### config.mk
export PLATFORM = sky130hd
export DESIGN_NAME = mc_control_decode
export DESIGN_NICKNAME = d
export VERILOG_FILES = /design/src/rtl/mc_defs_pkg.sv /design/src/rtl/mc_alu_ctl.sv /design/src/rtl/mc_control_decode.sv
export SDC_FILE = /design/constraint.sdc
export NUM_CORES = 1
export LEC_CHECK = 0
export ABC_AREA = 0
export CAP_MARGIN = 20
export CORE_UTILIZATION = 45
export CTS_CLUSTER_DIAMETER = 120
export DETAILED_ROUTE_END_ITERATION = 10
export PLACE_DENSITY_LB_ADDON = 0.2
export SLEW_MARGIN = 40
export SYNTH_ARGS = -nofsm -noshare
export SYNTH_HDL_FRONTEND = slang
export SYNTH_SLANG_ARGS = --single-unit
### constraint.sdc
create_clock -name Clk -period 2.9 [get_ports Clk]
set_input_delay 0.58 -clock Clk [delete_from_list [all_inputs] [get_ports Clk]]
set_output_delay 0.58 -clock Clk [all_outputs]
set_load 0.03 [all_outputs]
### src/rtl/mc_defs_pkg.sv
// -----------------------------------------------------------------------------
// mc_defs
// Shared definitions for the multicycle CPU control path: FSM state encodings,
// primary opcodes, ALUOp codes, ALU control codes and R-type Funct codes.
// The FSM and the control decoder both import this package, so the two always
// agree on the state numbering.
// -----------------------------------------------------------------------------
package mc_defs;

    // FSM state encodings (values 10..15 are never produced by a healthy FSM)
    typedef enum logic [3:0] {
        S_FETCH   = 4'd0,
        S_DECODE  = 4'd1,
        S_MEMADDR = 4'd2,
        S_MEMRD   = 4'd3,
        S_MEMWB   = 4'd4,
        S_MEMWR   = 4'd5,
        S_EXEC    = 4'd6,
        S_RCOMP   = 4'd7,
        S_BEQ     = 4'd8,
        S_JUMP    = 4'd9
    } state_e;

    // Primary opcodes (IR[31:26])
    localparam logic [5:0] OP_LW     = 6'b100011;
    localparam logic [5:0] OP_SW     = 6'b101011;
    localparam logic [5:0] OP_BEQ    = 6'b000100;
    localparam logic [5:0] OP_J      = 6'b000010;
    localparam logic [5:0] OP_R_TYPE = 6'b000000;

    // ALUOp: how the ALU control unit interprets the instruction
    localparam logic [1:0] ALUOP_ADD   = 2'b00;
    localparam logic [1:0] ALUOP_SUB   = 2'b01;
    localparam logic [1:0] ALUOP_FUNCT = 2'b10;

    // ALU control codes
    localparam logic [3:0] ALUCTL_AND = 4'b0000;
    localparam logic [3:0] ALUCTL_OR  = 4'b0001;
    localparam logic [3:0] ALUCTL_ADD = 4'b0010;
    localparam logic [3:0] ALUCTL_SUB = 4'b0110;
    localparam logic [3:0] ALUCTL_SLT = 4'b0111;

    // R-type Funct codes (IR[5:0])
    localparam logic [5:0] FUNCT_ADD = 6'b100000;
    localparam logic [5:0] FUNCT_SUB = 6'b100010;
    localparam logic [5:0] FUNCT_AND = 6'b100100;
    localparam logic [5:0] FUNCT_OR  = 6'b100101;
    localparam logic [5:0] FUNCT_SLT = 6'b101010;

    // States in which an instruction finishes (each lasts exactly one cycle)
    function automatic logic is_retire_state(input logic [3:0] st);
        logic r;
        case (st)
            S_MEMWB, S_MEMWR, S_RCOMP, S_BEQ, S_JUMP: r = 1'b1;
            default:                                  r = 1'b0;
        endcase
        return r;
    endfunction

endpackage

### src/rtl/mc_alu_ctl.sv
// -----------------------------------------------------------------------------
// mc_alu_ctl
// Combinational ALU control: maps ALUOp (from the state decoder) and the R-type
// Funct field to the 4-bit ALU operation select.
// Ports:
//   ALUOp   in  2  00 add, 01 sub, 10 use Funct (11 treated as add)
//   Funct   in  6  IR[5:0]
//   ALUCtl  out 4  ALU operation select
// -----------------------------------------------------------------------------
module mc_alu_ctl
    import mc_defs::*;
(
    input  logic [1:0] ALUOp,
    input  logic [5:0] Funct,
    output logic [3:0] ALUCtl
);

    // ALUOp/Funct to ALU operation; anything unrecognised falls back to add
    always_comb begin
        ALUCtl = ALUCTL_ADD;
        case (ALUOp)
            ALUOP_ADD: ALUCtl = ALUCTL_ADD;
            ALUOP_SUB: ALUCtl = ALUCTL_SUB;
            ALUOP_FUNCT: begin
                case (Funct)
                    FUNCT_ADD: ALUCtl = ALUCTL_ADD;
                    FUNCT_SUB: ALUCtl = ALUCTL_SUB;
                    FUNCT_AND: ALUCtl = ALUCTL_AND;
                    FUNCT_OR:  ALUCtl = ALUCTL_OR;
                    FUNCT_SLT: ALUCtl = ALUCTL_SLT;
                    default:   ALUCtl = ALUCTL_ADD;
                endcase
            end
            default: ALUCtl = ALUCTL_ADD;
        endcase
    end

endmodule

### src/rtl/mc_control_decode.sv
// -----------------------------------------------------------------------------
// mc_control_decode
// Sits after the multicycle FSM and turns its State into the datapath control
// word and ALU control, purely combinationally so the FSM timing is untouched.
// Registered side logic: retire pulse, last-branch status, sticky illegal-state
// and hang flags, and optional performance counters.
// Parameters:
//   HANG_LIMIT  cycles with an unchanged State before Hang sets (>= 2)
//   CNT_W       width of the perf counters and of the hang counter
// Configuration macro:
//   PERF_CNT_EN  when defined, builds InstrCnt/CycleCnt; otherwise they read 0
// Ports:
//   Clk, Reset (synchronous, active-high)
//   State[3:0], Opcode[5:0], Funct[5:0], Zero        inputs from FSM/datapath
//   PCWrite, IorD, MemRead, MemWrite, IRWrite, MemtoReg, RegDst, RegWrite,
//   ALUSrcA, ALUSrcB[1:0], PCSource[1:0], ALUCtl[3:0] combinational controls
//   Retire, BrTaken, IllegalState, Hang               registered status
//   InstrCnt, CycleCnt [CNT_W-1:0]                    perf counters
// -----------------------------------------------------------------------------
module mc_control_decode
    import mc_defs::*;
#(
    parameter int HANG_LIMIT = 16,
    parameter int CNT_W      = 32
) (
    input  logic             Clk,
    input  logic             Reset,
    input  logic [3:0]       State,
    input  logic [5:0]       Opcode,
    input  logic [5:0]       Funct,
    input  logic             Zero,
    output logic             PCWrite,
    output logic             IorD,
    output logic             MemRead,
    output logic             MemWrite,
    output logic             IRWrite,
    output logic             MemtoReg,
    output logic             RegDst,
    output logic             RegWrite,
    output logic             ALUSrcA,
    output logic [1:0]       ALUSrcB,
    output logic [1:0]       PCSource,
    output logic [3:0]       ALUCtl,
    output logic             Retire,
    output logic             BrTaken,
    output logic             IllegalState,
    output logic             Hang,
    output logic [CNT_W-1:0] InstrCnt,
    output logic [CNT_W-1:0] CycleCnt
);

    localparam logic [CNT_W-1:0] HANG_FIRE = CNT_W'(HANG_LIMIT - 1);
    localparam logic [CNT_W-1:0] CNT_MAX   = {CNT_W{1'b1}};
    localparam logic [CNT_W-1:0] CNT_ONE   = {{(CNT_W-1){1'b0}}, 1'b1};

    logic             pcw_uncond_s;
    logic             pcw_cond_s;
    logic [1:0]       alu_op_s;
    logic [3:0]       alu_ctl_raw_s;
    logic             illegal_s;
    logic             retire_cond_s;
    logic             unused_opcode_s;

    logic             retire_r;
    logic             br_taken_r;
    logic             illegal_r;
    logic             hang_r;
    logic [CNT_W-1:0] hang_cnt_r;
    logic [3:0]       prev_state_r;

    // Opcode has already been consumed by the FSM to choose State; the
    // decoder itself is purely state-driven.
    assign unused_opcode_s = ^Opcode;

    assign illegal_s     = (State > S_JUMP);
    assign retire_cond_s = is_retire_state(State);

    mc_alu_ctl u_alu_ctl (
        .ALUOp  (alu_op_s),
        .Funct  (Funct),
        .ALUCtl (alu_ctl_raw_s)
    );

    // State decode into the datapath control word; all zero during Reset
    always_comb begin
        pcw_uncond_s = 1'b0;
        pcw_cond_s   = 1'b0;
        alu_op_s     = ALUOP_ADD;
        IorD         = 1'b0;
        MemRead      = 1'b0;
        MemWrite     = 1'b0;
        IRWrite      = 1'b0;
        MemtoReg     = 1'b0;
        RegDst       = 1'b0;
        RegWrite     = 1'b0;
        ALUSrcA      = 1'b0;
        ALUSrcB      = 2'b00;
        PCSource     = 2'b00;
        if (Reset) begin
            pcw_uncond_s = 1'b0;
        end else begin
            case (State)
                S_FETCH: begin
                    MemRead      = 1'b1;
                    IRWrite      = 1'b1;
                    pcw_uncond_s = 1'b1;
                    ALUSrcB      = 2'b01;
                end
                S_DECODE:  ALUSrcB = 2'b11;
                S_MEMADDR: begin
                    ALUSrcA = 1'b1;
                    ALUSrcB = 2'b10;
                end
                S_MEMRD: begin
                    MemRead = 1'b1;
                    IorD    = 1'b1;
                end
                S_MEMWB: begin
                    RegWrite = 1'b1;
                    MemtoReg = 1'b1;
                end
                S_MEMWR: begin
                    MemWrite = 1'b1;
                    IorD     = 1'b1;
                end
                S_EXEC: begin
                    ALUSrcA  = 1'b1;
                    alu_op_s = ALUOP_FUNCT;
                end
                S_RCOMP: begin
                    RegWrite = 1'b1;
                    RegDst   = 1'b1;
                end
                S_BEQ: begin
                    ALUSrcA    = 1'b1;
                    alu_op_s   = ALUOP_SUB;
                    pcw_cond_s = 1'b1;
                    PCSource   = 2'b01;
                end
                S_JUMP: begin
                    pcw_uncond_s = 1'b1;
                    PCSource     = 2'b10;
                end
                default: pcw_uncond_s = 1'b0;
            endcase
        end
    end

    // PC load and ALU control; an illegal State or Reset drives every control to zero
    always_comb begin
        PCWrite = pcw_uncond_s | (pcw_cond_s & Zero);
        if (Reset || illegal_s) begin
            ALUCtl = 4'b0000;
        end else begin
            ALUCtl = alu_ctl_raw_s;
        end
    end

    // Retire pulse, branch status, sticky fault flags and the hang watchdog
    always_ff @(posedge Clk) begin
        if (Reset) begin
            retire_r     <= 1'b0;
            br_taken_r   <= 1'b0;
            illegal_r    <= 1'b0;
            hang_r       <= 1'b0;
            hang_cnt_r   <= {CNT_W{1'b0}};
            prev_state_r <= 4'd0;
        end else begin
            retire_r <= retire_cond_s;
            if (State == S_BEQ) begin
                br_taken_r <= Zero;
            end
            if (illegal_s) begin
                illegal_r <= 1'b1;
            end
            // Count cycles the State has stood still; any change restarts the count
            if (State == prev_state_r) begin
                if (hang_cnt_r != CNT_MAX) begin
                    hang_cnt_r <= hang_cnt_r + CNT_ONE;
                end
            end else begin
                hang_cnt_r <= {CNT_W{1'b0}};
            end
            // Fires one cycle after the count reaches the limit, i.e. HANG_LIMIT
            // cycles after the stuck State was first seen
            if (hang_cnt_r == HANG_FIRE) begin
                hang_r <= 1'b1;
            end
            prev_state_r <= State;
        end
    end

    assign Retire       = retire_r;
    assign BrTaken      = br_taken_r;
    assign IllegalState = illegal_r;
    assign Hang         = hang_r;

`ifdef PERF_CNT_EN
    logic [CNT_W-1:0] instr_cnt_r;
    logic [CNT_W-1:0] cycle_cnt_r;

    // Free-running perf counters, wrapping naturally at 2^CNT_W
    always_ff @(posedge Clk) begin
        if (Reset) begin
            instr_cnt_r <= {CNT_W{1'b0}};
            cycle_cnt_r <= {CNT_W{1'b0}};
        end else begin
            cycle_cnt_r <= cycle_cnt_r + CNT_ONE;
            if (retire_cond_s) begin
                instr_cnt_r <= instr_cnt_r + CNT_ONE;
            end
        end
    end

    assign InstrCnt = instr_cnt_r;
    assign CycleCnt = cycle_cnt_r;
`else
    assign InstrCnt = {CNT_W{1'b0}};
    assign CycleCnt = {CNT_W{1'b0}};
`endif

endmodule
Word level (Yosys, flattened, before mapping)
Cells that the tools add are included.
{"block": "classes", "addsub": 1, "n_mul": 0, "div_mod_pow": 0, "n_lt_le_gt_ge": 1, "n_eq_ne": 18, "shift": 0, "muxes": 30, "bitwise": 3, "n_reduce_logical": 9}
{"op": "32-bit by 1-bit adder with 32-bit output (second input constant)", "count": 1}
{"op": "32-bit by 4-bit == test with 1-bit output (second input constant)", "count": 1}
{"op": "32-bit inequality test (second input constant)", "count": 1}
{"op": "6-bit == test (second input constant)", "count": 4}
{"op": "1-bit 2-to-1 mux", "count": 21}
{"op": "4-bit by 3-bit == test with 1-bit output (second input constant)", "count": 4}
{"op": "3-bit one-hot mux with 4 select lines", "count": 1}
{"op": "2-bit OR reduction", "count": 5}
{"op": "4-bit by 2-bit == test with 1-bit output (second input constant)", "count": 2}
{"op": "4-bit == test (second input constant)", "count": 2}
{"op": "2-bit one-hot mux with 2 select lines", "count": 2}
{"op": "4-bit one-hot mux with 2 select lines", "count": 1}
{"op": "2-bit 2-to-1 mux", "count": 3}
{"op": "2-bit one-hot mux with 3 select lines", "count": 1}
{"op": "5-bit OR reduction", "count": 1}
{"op": "4-bit by 1-bit == test with 1-bit output (second input constant)", "count": 1}
{"op": "4-bit == test", "count": 1}
{"op": "4-bit > comparator (second input constant)", "count": 1}
{"op": "4-bit zero test", "count": 1}
{"op": "4-bit 2-to-1 mux", "count": 1}
{"op": "3-bit OR reduction", "count": 1}
{"op": "2-bit by 1-bit == test with 1-bit output (second input constant)", "count": 1}
{"op": "2-bit == test (second input constant)", "count": 1}
{"op": "1-bit bitwise AND", "count": 1}
{"op": "3 further kinds", "count": 3}
{"block": "word_totals", "register_bits": 40, "latch_bits": 0, "mem_bits_rw": 0, "mem_bits_ro": 0, "in_bits": 19, "output_inout_bits": 85, "n_memories": 0}

Logic depth before layout (Yosys ltp)
Gate-level depths: netlist (run 1).
{"block": "logic_depth", "word_depth": 6, "ltp_mapped": 9, "ltp_nobuf": 8}

Modules after synthesis
From an unflattened synthesis (run 1), not the netlist that was laid out.
{"block": "unflattened", "hier_cells": 352, "hier_area_um2": 2871.5}
{"module": "mc_control_decode", "n_inst": 1, "cells_each": 335, "area_per_inst_um2": 2741.4}
{"module": "mc_alu_ctl", "n_inst": 1, "cells_each": 17, "area_per_inst_um2": 130.1}

Worst setup path after synthesis (run 1)
Ideal clock, no wire load.
{"block": "synth_timing", "path_type": "input to output", "startpoint": "input State[2]", "endpoint": "output ALUCtl[0]", "arrival_ns": 2.696, "setup_slack_ns": -0.376, "stages": 6, "cell_sequence": "buf_1 > and2_1 > nand2_1 > or2_2 > ha_1 > nor4_1"}
{"block": "synth_via", "elab_chain_len": 6, "elab_cells_between_ends": 10, "classes_between": "order compare (1); eq/ne (4); mux (4); reduce/logical (1)"}
{"element": "from (decl)", "line_no": "mc_control_decode.sv:28", "rtl": "input logic [3:0] State,"}
{"element": "4-bit == test / 4-bit by 3-bit == test with 1-bit output (equally long branches)", "line_no": "mc_control_decode.sv:102", "rtl": "case (State)"}
{"element": "2-bit one-hot mux with 2 select lines", "line_no": "mc_control_decode.sv:102"}
{"element": "2-bit 2-to-1 mux", "line_no": "mc_control_decode.sv:99", "rtl": "if (Reset) begin"}
{"element": "2-bit == test / 2-bit by 1-bit == test with 1-bit output (equally long branches)", "line_no": "mc_alu_ctl.sv:21", "rtl": "case (ALUOp)"}
{"element": "4-bit one-hot mux with 2 select lines", "line_no": "mc_alu_ctl.sv:21"}
{"element": "4-bit 2-to-1 mux *", "line_no": "mc_control_decode.sv:152", "rtl": "if (Reset || illegal_s) begin"}
{"element": "to (decl)", "line_no": "mc_control_decode.sv:43", "rtl": "output logic [3:0] ALUCtl,"}
Every way passes the cells marked *; elsewhere a longest branch is shown, timed or not.

Worst setup path in the final report (run 1)
{"block": "layout_timing", "startpoint": "input State[3]", "endpoint": "output ALUCtl[0]"}
Same word-level chain as after synthesis.

==> impl_metrics.yaml, run 1 <==
run_status:
  status: "finished clean"
placed_design:
  finalWeightedCongestion: 0.8940
  pre_cts_slack_ps: -483.6
  dp_hpwl_um: 4347
  port-buffer-count: 32
layout:
  syn2layout_area_growth_pct: 14.22
  drive_gt1_share_pct: 16.06
  antenna_cells: 0
  fill_cells: 577
  multiInputGateArea_um2: 1724
  layout.nets: 432
  regArea_um2: 800.8
  fin_util_pct: 53.84
clocking:
  cts_buffers: 5
  htreeDepth: 2
  worstSkewPairLatency_ps: 300
  ctsRootBufferMaster: "clkbuf_8"
  clockBufferDepth: 2
  clk_pin_slew_ps: 80
  holdBufCountCts: 0
  cts_tree: "yes"
  clock_sinks: 40
synthesis:
  synth-main-ff-cell: "dfxtp_1"
  syn_avg_cell_area_um2: 7.671
  synth_common_cells: "buf_4 (65), dfxtp_1 (40), nor2_1 (28), nand2_1 (22)"
  synth-seq-area-share_pct: 28.52
  ys_ff_latch: 40
  synth_cell_types: 42
  post-synth-top-area-cell: "dfxtp_1"
  syn_area_um2: 2808
  async_flop_share_pct: 0
  yosysMostFrequentCell: "buf_4"
  synth_cells: 366
  synth_area_leaders: "dfxtp_1 (29%), buf_4 (17%), nor2_1 (3.7%)"
  yosys_warnings: 0
  synth_top_area_share_pct: 28.52
  synth_edf_count: 0
worst_setup_path:
  cpLargestDelayFamily: "simple AND/OR/NAND/NOR gates"
  endpoint_kind: "primary output"
  crit_fanout: 2
  cp_common_cell: "buf_4"
  worst_ep_required_time_ps: 2320
  critPathSlowestCell: "or2_4"
  start_kind: "input pin"
  critPathMaxStageDelay_ps: 260
  critical_path_class: "in -> out"
  arrival_ps: 2230
  crit_chain: "dlygate4sd2_1, nor2_1, and2_1, nand2_1, or2_4, inv_2, ha_4, buf_4, nand3_2, nor4_2, buf_4"
  cp.buffers_inverters: 4
timing:
  fin_ws_ps: 89.08
  finalCriticalPeriod_ps: 2811
  worstMarginPinSlew_ps: 544.7
  relSlewSlack_pct: 63.55
  finClkSkew_ps: 17.63
  slew_violations: 0
  max_freq_mhz: 355.8
  setup_viol: 0
  rsz0062_at_grt: "false"
  hold_viol_final: 0
  period_share_pct: 96.93
route:
  ant_nets: 0
  drc_errors: 0
  vias: 2498
  wirelength_um: 5819
  drt_iter0_drc: 151
  routed_via_density: 5.140
  avgRoutedWirePerCell_um: 11.97
  dr.pass1.iters: 4
global_routing:
  grt_pass1_wl_um: 9887
  antenna_found_initial: 0
  grt_overflow: 0
  grtUsageTotal_pct: 19.18
  grt_max_degree: 25
  grt_pass1_vias: 2209
job:
  drv_cap: 0
floorplanning:
  coreArea_um2: 5956
  core.rowCount: 28
  die_area_um2: 6559
  die_h_um: 80.99
  start_util_pct: 47.14
  fp.dieW_um: 80.99
  top_level_ports: 104
pwr:
  p_leak_nw: 1.183
  p_per_area_nw_per_um2: 391.2
  ir_worst_vdd_mv: 0.2329
min_path:
  hold_path.class: "reg -> reg"
-- flip-flops by register name, indices dropped and copies added (netlist names) --
name / count
hang_cnt_r: 32
BrTaken: 1
Retire: 1
prev_state_r: 4
IllegalState: 1
Hang: 1
-- cell families after synthesis --
| group | count (synthesis) | synth area share [%] |
|---|---|---|
| other | 1 | 0.1336 |
| DFF | 40 | 28.52 |
| AOI/OAI and AO/OA | 54 | 11.85 |
| and+or+nand+nor | 162 | 32.00 |
| buffers and inverters | 90 | 21.03 |
| xor gates and xnor gates | 13 | 4.055 |
| adders and majority gates | 3 | 1.337 |
| muxes | 3 | 1.070 |
-- where the power goes --
part / leakage [nW] / switching, mW / internal [mW]
clock: 0.0583 / 0.210 / 0.259
combinational: 0.801 / 0.173 / 0.0555
sequential: 0.324 / 0.00284 / 0.554
total: 1.18 / 0.385 / 0.869
-- worst min-delay path: cells and delay by family (launching register included) --
| kind | cells | cell delay, ps |
|---|---|---|
| buffers and inverters | 1 | 50 |
| DFF | 1 | 330 |
| AOI/OAI and AO/OA | 1 | 50 |
-- worst paths after layout --
path / from / to / slack (ps) / cells after the start
max: State[3] / ALUCtl[0] / 90 / 11
min: IllegalState / IllegalState / 470 / 2
max reg2reg: hang_cnt_r[11] / hang_cnt_r[1] / 710 / 6
min reg2reg: IllegalState / IllegalState / 470 / 2
-- placed cells by master, fill, tap and decap left out, types with 4 or more instances in the layout --
| cell type | n |
|---|---|
| a21oi_1 | 19 |
| a311oi_1 | 4 |
| and3_1 | 6 |
| and4_1 | 4 |
| buf_4 | 37 |
| clkbuf_8 | 5 |
| clkdlybuf4s50_1 | 12 |
| conb_1 | 65 |
| dfxtp_1 | 40 |
| dlygate4sd2_1 | 4 |
| inv_1 | 8 |
| nand2_1 | 22 |
| nand3_1 | 18 |
| nand4_1 | 9 |
| nor2_1 | 28 |
| nor2b_1 | 5 |
| nor3_1 | 12 |
| nor4_1 | 14 |
| o21ai_0 | 14 |
| o31ai_1 | 5 |
| or3_1 | 15 |
| or4_1 | 8 |
| xnor2_1 | 10 |
-- metrics by stage --
stage                     instances  power (mW)  hold WS, ps  TNS, ps  cell area [um^2]
after floorplan                 430      0.8080        460.9   -66.07              3059
after CTS                       486       1.265        478.3        0              3196
final                           486       1.254        469.0        0              3207
after global routing            486       1.313        499.0        0              3207
after detailed placement        477      0.7949        462.4   -863.9              3037
after global placement          477      0.7932        433.5   -809.5              3037
-- layer usage --
layer	vias up	wire (um)	GRT usage (%)
met3	9	321	4.494
met5	-	0	0
met4	0	93	5.179
met2	81	2720	32.27
met1	1135	2684	24.39
li1	1273	-	-
-- cell type report --
cell class,instances,area share (%)
clock inverters,3,1.483
inverters,9,1.053
clock buffers,5,2.146
flip-flops and latches,40,24.97
well taps,75,2.926
multi-input cells,300,53.76
repair buffers,54,13.66
-- what timing repair did --
action	4_1_cts	5_1_grt
setup buffers	1	0
setup endpoints to repair	3	2
resized for setup	16	5
pin swaps	4	3
Power figures use the tool's default switching activity.
==> run 2, diff against run 1 <==
- CTS_CLUSTER_DIAMETER: 120 -> default
==> results of run 2 <==
Final layout, timing and power as in run 1 (identical DEF).
